===== src/rtl/frv_dmem_arbiter.sv =====
// Two-port arbiter for the core data-memory bus: port 0 wins by default, port 1 is
// protected against starvation, and an in-order ID FIFO steers responses back.
module frv_dmem_arbiter #(
   parameter int unsigned XLEN       = 32,
   parameter int unsigned DEPTH      = 2,
   parameter int unsigned STARVE_MAX = 8
) (
   input  logic            g_clk,
   input  logic            g_reset,

   input  logic            c0_req,
   input  logic            c0_wen,
   input  logic [3:0]      c0_strb,
   input  logic [XLEN-1:0] c0_wdata,
   input  logic [XLEN-1:0] c0_addr,
   output logic            c0_gnt,
   output logic            c0_recv,
   input  logic            c0_ack,
   output logic            c0_error,
   output logic [XLEN-1:0] c0_rdata,

   input  logic            c1_req,
   input  logic            c1_wen,
   input  logic [3:0]      c1_strb,
   input  logic [XLEN-1:0] c1_wdata,
   input  logic [XLEN-1:0] c1_addr,
   output logic            c1_gnt,
   output logic            c1_recv,
   input  logic            c1_ack,
   output logic            c1_error,
   output logic [XLEN-1:0] c1_rdata,

   output logic            m_req,
   output logic            m_wen,
   output logic [3:0]      m_strb,
   output logic [XLEN-1:0] m_wdata,
   output logic [XLEN-1:0] m_addr,
   input  logic            m_gnt,
   input  logic            m_recv,
   output logic            m_ack,
   input  logic            m_error,
   input  logic [XLEN-1:0] m_rdata
);

   localparam int unsigned PTR_W = (DEPTH > 1) ? $clog2(DEPTH) : 1;
   localparam int unsigned CNT_W = $clog2(DEPTH + 1);
   localparam int unsigned STV_W = $clog2(STARVE_MAX + 1);

   localparam logic [PTR_W-1:0] PTR_ONE  = PTR_W'(1);
   localparam logic [CNT_W-1:0] CNT_ONE  = CNT_W'(1);
   localparam logic [CNT_W-1:0] CNT_FULL = CNT_W'(DEPTH);
   localparam logic [STV_W-1:0] STV_ONE  = STV_W'(1);
   localparam logic [STV_W-1:0] STV_MAX  = STV_W'(STARVE_MAX);

   typedef enum logic [1:0] {
      LOCK_NONE = 2'd0,
      LOCK_C0   = 2'd1,
      LOCK_C1   = 2'd2
   } lock_t;

   lock_t             r_lockState;
   lock_t             w_lockNext;
   logic [DEPTH-1:0]  r_ids;
   logic [PTR_W-1:0]  r_wptr;
   logic [PTR_W-1:0]  r_rptr;
   logic [CNT_W-1:0]  r_count;
   logic [STV_W-1:0]  r_starve;

   logic              w_sel;
   logic              w_full;
   logic              w_empty;
   logic              w_push;
   logic              w_pop;
   logic              w_head;

   assign w_full  = (r_count == CNT_FULL);
   assign w_empty = (r_count == '0);
   assign w_head  = r_ids[r_rptr];

   // An ungranted request keeps its owner, so payload cannot switch under the bus.
   always_comb begin
      w_sel = 1'b0;
      unique case (r_lockState)
         LOCK_C0: w_sel = 1'b0;
         LOCK_C1: w_sel = 1'b1;
         default: w_sel = c1_req && (!c0_req || (r_starve >= STV_MAX));
      endcase
   end

   always_comb begin
      w_lockNext = r_lockState;
      if (m_gnt) begin
         w_lockNext = LOCK_NONE;
      end else if (m_req) begin
         w_lockNext = w_sel ? LOCK_C1 : LOCK_C0;
      end
   end

   always_ff @(posedge g_clk or posedge g_reset) begin
      if (g_reset) begin
         r_lockState <= LOCK_NONE;
      end else begin
         r_lockState <= w_lockNext;
      end
   end

   // Full blocks the request even when a pop lands in the same cycle.
   assign m_req   = (w_sel ? c1_req : c0_req) && !w_full;
   assign m_wen   = w_sel ? c1_wen   : c0_wen;
   assign m_strb  = w_sel ? c1_strb  : c0_strb;
   assign m_wdata = w_sel ? c1_wdata : c0_wdata;
   assign m_addr  = w_sel ? c1_addr  : c0_addr;
   assign c0_gnt  = m_req && m_gnt && !w_sel;
   assign c1_gnt  = m_req && m_gnt &&  w_sel;

   assign c0_recv  = m_recv && !w_empty && !w_head;
   assign c1_recv  = m_recv && !w_empty &&  w_head;
   assign m_ack    = (w_head ? c1_ack : c0_ack) && !w_empty;
   assign c0_error = m_error;
   assign c1_error = m_error;
   assign c0_rdata = m_rdata;
   assign c1_rdata = m_rdata;

   assign w_push = m_req && m_gnt;
   assign w_pop  = m_recv && m_ack;

   always_ff @(posedge g_clk or posedge g_reset) begin
      if (g_reset) begin
         r_ids   <= '0;
         r_wptr  <= '0;
         r_rptr  <= '0;
         r_count <= '0;
      end else begin
         if (w_push) begin
            r_ids[r_wptr] <= w_sel;
            r_wptr        <= r_wptr + PTR_ONE;
         end
         if (w_pop) begin
            r_rptr <= r_rptr + PTR_ONE;
         end
         if (w_push && !w_pop) begin
            r_count <= r_count + CNT_ONE;
         end else if (!w_push && w_pop) begin
            r_count <= r_count - CNT_ONE;
         end
      end
   end

   // Counts consecutive cycles port 1 waits; saturates so it never wraps back.
   always_ff @(posedge g_clk or posedge g_reset) begin
      if (g_reset) begin
         r_starve <= '0;
      end else if (c1_req && !c1_gnt) begin
         if (r_starve != STV_MAX) begin
            r_starve <= r_starve + STV_ONE;
         end
      end else begin
         r_starve <= '0;
      end
   end

endmodule

===== config.mk =====
export PLATFORM = sky130hd
export DESIGN_NAME = frv_dmem_arbiter
export DESIGN_NICKNAME = d
export VERILOG_FILES = /design/src/rtl/frv_dmem_arbiter.sv
export SDC_FILE = /design/constraint.sdc
export NUM_CORES = 1
export LEC_CHECK = 0
export BUFFER_PORTS_ARGS = -buffer_cell sky130_fd_sc_hd__clkbuf_2
export CORE_AREA = 2 2 124 126
export DETAILED_ROUTE_END_ITERATION = 8
export DIE_AREA = 0 0 126 128
export GPL_TIMING_DRIVEN = 0
export PLACE_DENSITY_LB_ADDON = 0.25
export SLEW_MARGIN = 25
export SYNTH_ARGS = -nofsm -noshare
export SYNTH_HDL_FRONTEND = slang
export SYNTH_SLANG_ARGS = --single-unit

===== constraint.sdc =====
create_clock -name g_clk -period 5.7 [get_ports g_clk]
set_input_delay 0.57 -clock g_clk [delete_from_list [all_inputs] [get_ports g_clk]]
set_output_delay 0.57 -clock g_clk [all_outputs]
set_load 0.1 [all_outputs]

==> flow_summary_export.csv <==
group,metric,value,unit
sta,finalSetupTns,0,ns
final_layout,antenna_cells,0,
yosys,syn_nets,544,
clock_network,htree_num_levels,1,
clock_network,clk_pin_slew_worst_paths,0.04,ns
yosys,postSynth.asyncResetShare,100,%
yosys,synthTopCellsByArea,"nand2_1 39%, buf_4 24%, dfrtp_1 15%",
clock_network,root_buffer,"clkbuf_16",
power_and_ir_drop,pwr_density_cell,670,nW/um^2
clock_network,cts_tree,"yes",
setup_path,reg2reg_to,"r_count[1]",
floorplan,initial_utilization,13.7,%
yosys,yosys-mux-area-fraction,1.47,%
outcome,status,"complete, no violations",
placement,dp_hpwl,8.76,mm
floorplan,core_area,14900,um^2
yosys,ys_seq_area_share,14.7,%
global_route,antenna_found_initial,0,
yosys,ys_ff_latch,12,
sta,rsz0062_at_grt,"no",
global_route,grt_max_degree,13,
job,maxCapViolCount,0,
clock_network,post-cts-setup-buffers,0,
yosys,synth-xor-area-share,3.44,%
yosys,netlist_area,2040,um^2
setup_path,critPathRequiredTime,5.13,ns
sta,finalCritPeriodShare,64.6,%
floorplan,die_w,126,um
clock_network,cts_buffers,3,
yosys,yosys.area_share.simple,44.0,%
sta,finalSetupViolations,0,
yosys,synth_most_common_cell,"nand2_1",
sta,maxSlewViolCount,0,
final_layout,fin_nets,835,
detailed_routing,firstDrtPassIters,4,
clock_network,clk_path_buf_depth,2,
sta,final_hold_viol_count,0,
global_route,gr-total-overflow,0,
detailed_routing,wirelength,9.72,mm
setup_path,cp_max_fo,10,
floorplan,die_h,128,um
power_and_ir_drop,power.leakage,2.49,nW
final_layout,area_growth,85.5,%
yosys,syn_inst,361,
setup_path,arrival,3.11,ns
yosys,netlist-cell-type-count,28,
final_layout,drive_gt1_share,55.2,%
clock_network,holdBufCountCts,0,
setup_path,path_class,"flop to output port",
power_and_ir_drop,ir_worst_vdd,0.308,mV
detailed_routing,drc,0,
sta,finClkSkew,0.00188,ns
setup_path,reg2reg_depth,8,
yosys,syn_area_per_cell,5.65,um^2
setup_path,cp-start-kind,"flop",
setup_path,crit_path_end_kind,"output port",
yosys,synth_edf_count,0,
yosys,yosys_warnings,0,
clock_network,ctsResizeCount,0,
global_route,grt_pass1_vias,2838,
sta,worst_slew_pin_slew,0.939,ns
yosys,synth_top_family_by_area,"simple AND/OR/NAND/NOR gates",
hold_path,hp-class,"input pin to asynchronous set/reset pin",
yosys,synth_compound_area_share,5.46,%
setup_path,rr_startpoint,"r_lockState[0]",
yosys,synth_area_leader_cell,"nand2_1",
yosys,synth-adder-area-share,2.45,%
sta,fmax,271,MHz
global_route,grt_pass1_wl,14.0,mm
global_route,grt_usage,10.8,%
detailed_routing,wl_per_cell,11.6,um
placement,finalWeightedCongestion,0.766,
floorplan,ios,320,
sta,relSlewSlack,37.0,%
clock_network,cts.sinks,12,
power_and_ir_drop,total_power,0.00253,W
clock_network,clk_latency,0.23,ns
sta,post-route-min-period,3.68,ns
detailed_routing,avgViaCountPerCell,3.69,
floorplan,num_rows,45,
placement,port_buffers,286,
setup_path,r2r_setup_slack,3.55,ns
yosys,yosys-top-cells-count,"212 x nand2_1, 66 x buf_4, 12 x clkbuf_1, 12 x dfrtp_1, 8 x nor2_1",
yosys,synth.top_cell.area_share,39.0,%
detailed_routing,drt_iter0_drc,61,
detailed_routing,vias,3093,
detailed_routing,ant_nets,0,
yosys,yosys_most_used_dff,"dfrtp_1",
floorplan,die-area,16100,um^2
cells in the final DEF (no fill, tap or decap), types with 4 or more instances in the layout:
cell and n:
dfrtp_1 12, buf_4 66, inv_1 7, nor2_1 8, ha_1 4, xnor2_1 4
clkbuf_2 286, nand2_1 212, clkbuf_1 12, xor2_1 4
metal layers:
| metal | track usage (%) | wire length [um] | part of all wire [%] | up-vias |
|---|---|---|---|---|
| met5 | 0 | 0 | 0 | - |
| met4 | 0.970 | 27 | 0.28 | 0 |
| met2 | 22.1 | 5290 | 54 | 189 |
| met1 | 11.9 | 3500 | 36 | 1288 |
| met3 | 1.92 | 904 | 9.3 | 2 |
| li1 | - | - | - | 1614 |
worst max-delay path, cell delays in order, from the launching register on:
cell and delay (ns):
dfrtp_1 0.34, inv_1 0.05, ha_1 0.34, nand2_1 0.08, o21ai_1 0.75, clkbuf_1 0.52, nand2_1 0.11, nand2_1 0.18
clkbuf_2 0.50
power breakdown:
part	switching (W)	internal, W
clock network	0.0000316	0.0000909
registers	0.0000280	0.000118
logic	0.00192	0.000347
logic make-up (layout without fill, tap and decap cells):
group	count (synthesis)	in the layout
buffers and inverters	88	377
muxes	3	3
adders and majority gates	4	4
and+or+nand+nor	232	232
xor gates and xnor gates	8	8
DFF	12	12
AOI/OAI and AO/OA	14	14
stage by stage:
step                      utilization [%]  hold slack, ns  cell area [um^2]  std cells  setup WS [ns]
after floorplan                         -           0.435              2040        361          0.701
after global placement               24.9           0.467              3710        835           2.04
after detailed placement             24.9           0.483              3710        835           2.02
after CTS                            25.4           0.358              3780        838           1.78
after global routing                 25.4           0.390              3780        838           1.65
final                                25.4           0.335              3780        838           2.02
state kept, by name (all words and copies together) (netlist names):
signal,flops
r_ids,2
r_rptr,1
r_starve,4
r_count,2
r_lockState,2
r_wptr,1
how the worst max path moves through the flow:
stage	slack (ns)	endpoint	startpoint	cells after the start
floorplan	0.70	c1_gnt	r_lockState[0]	6
global placement	2.04	m_wdata[28]	c0_req	7
detailed placement	2.02	m_wdata[28]	c0_req	7
CTS	1.78	m_wdata[28]	r_lockState[0]	8
global route	1.65	m_wdata[28]	r_lockState[0]	8
finish	2.02	m_wdata[28]	r_lockState[0]	8
final cells by class:
class,count,area [um^2]
fillers,1738,11100
multi-input cells,261,1160
plain buffers,81,553
clock buffers,3,75.1
inverters,7,26.3
well taps,188,235
repair buffers,286,1430
flip-flops and latches,12,300
Power figures use the tool's default switching activity.
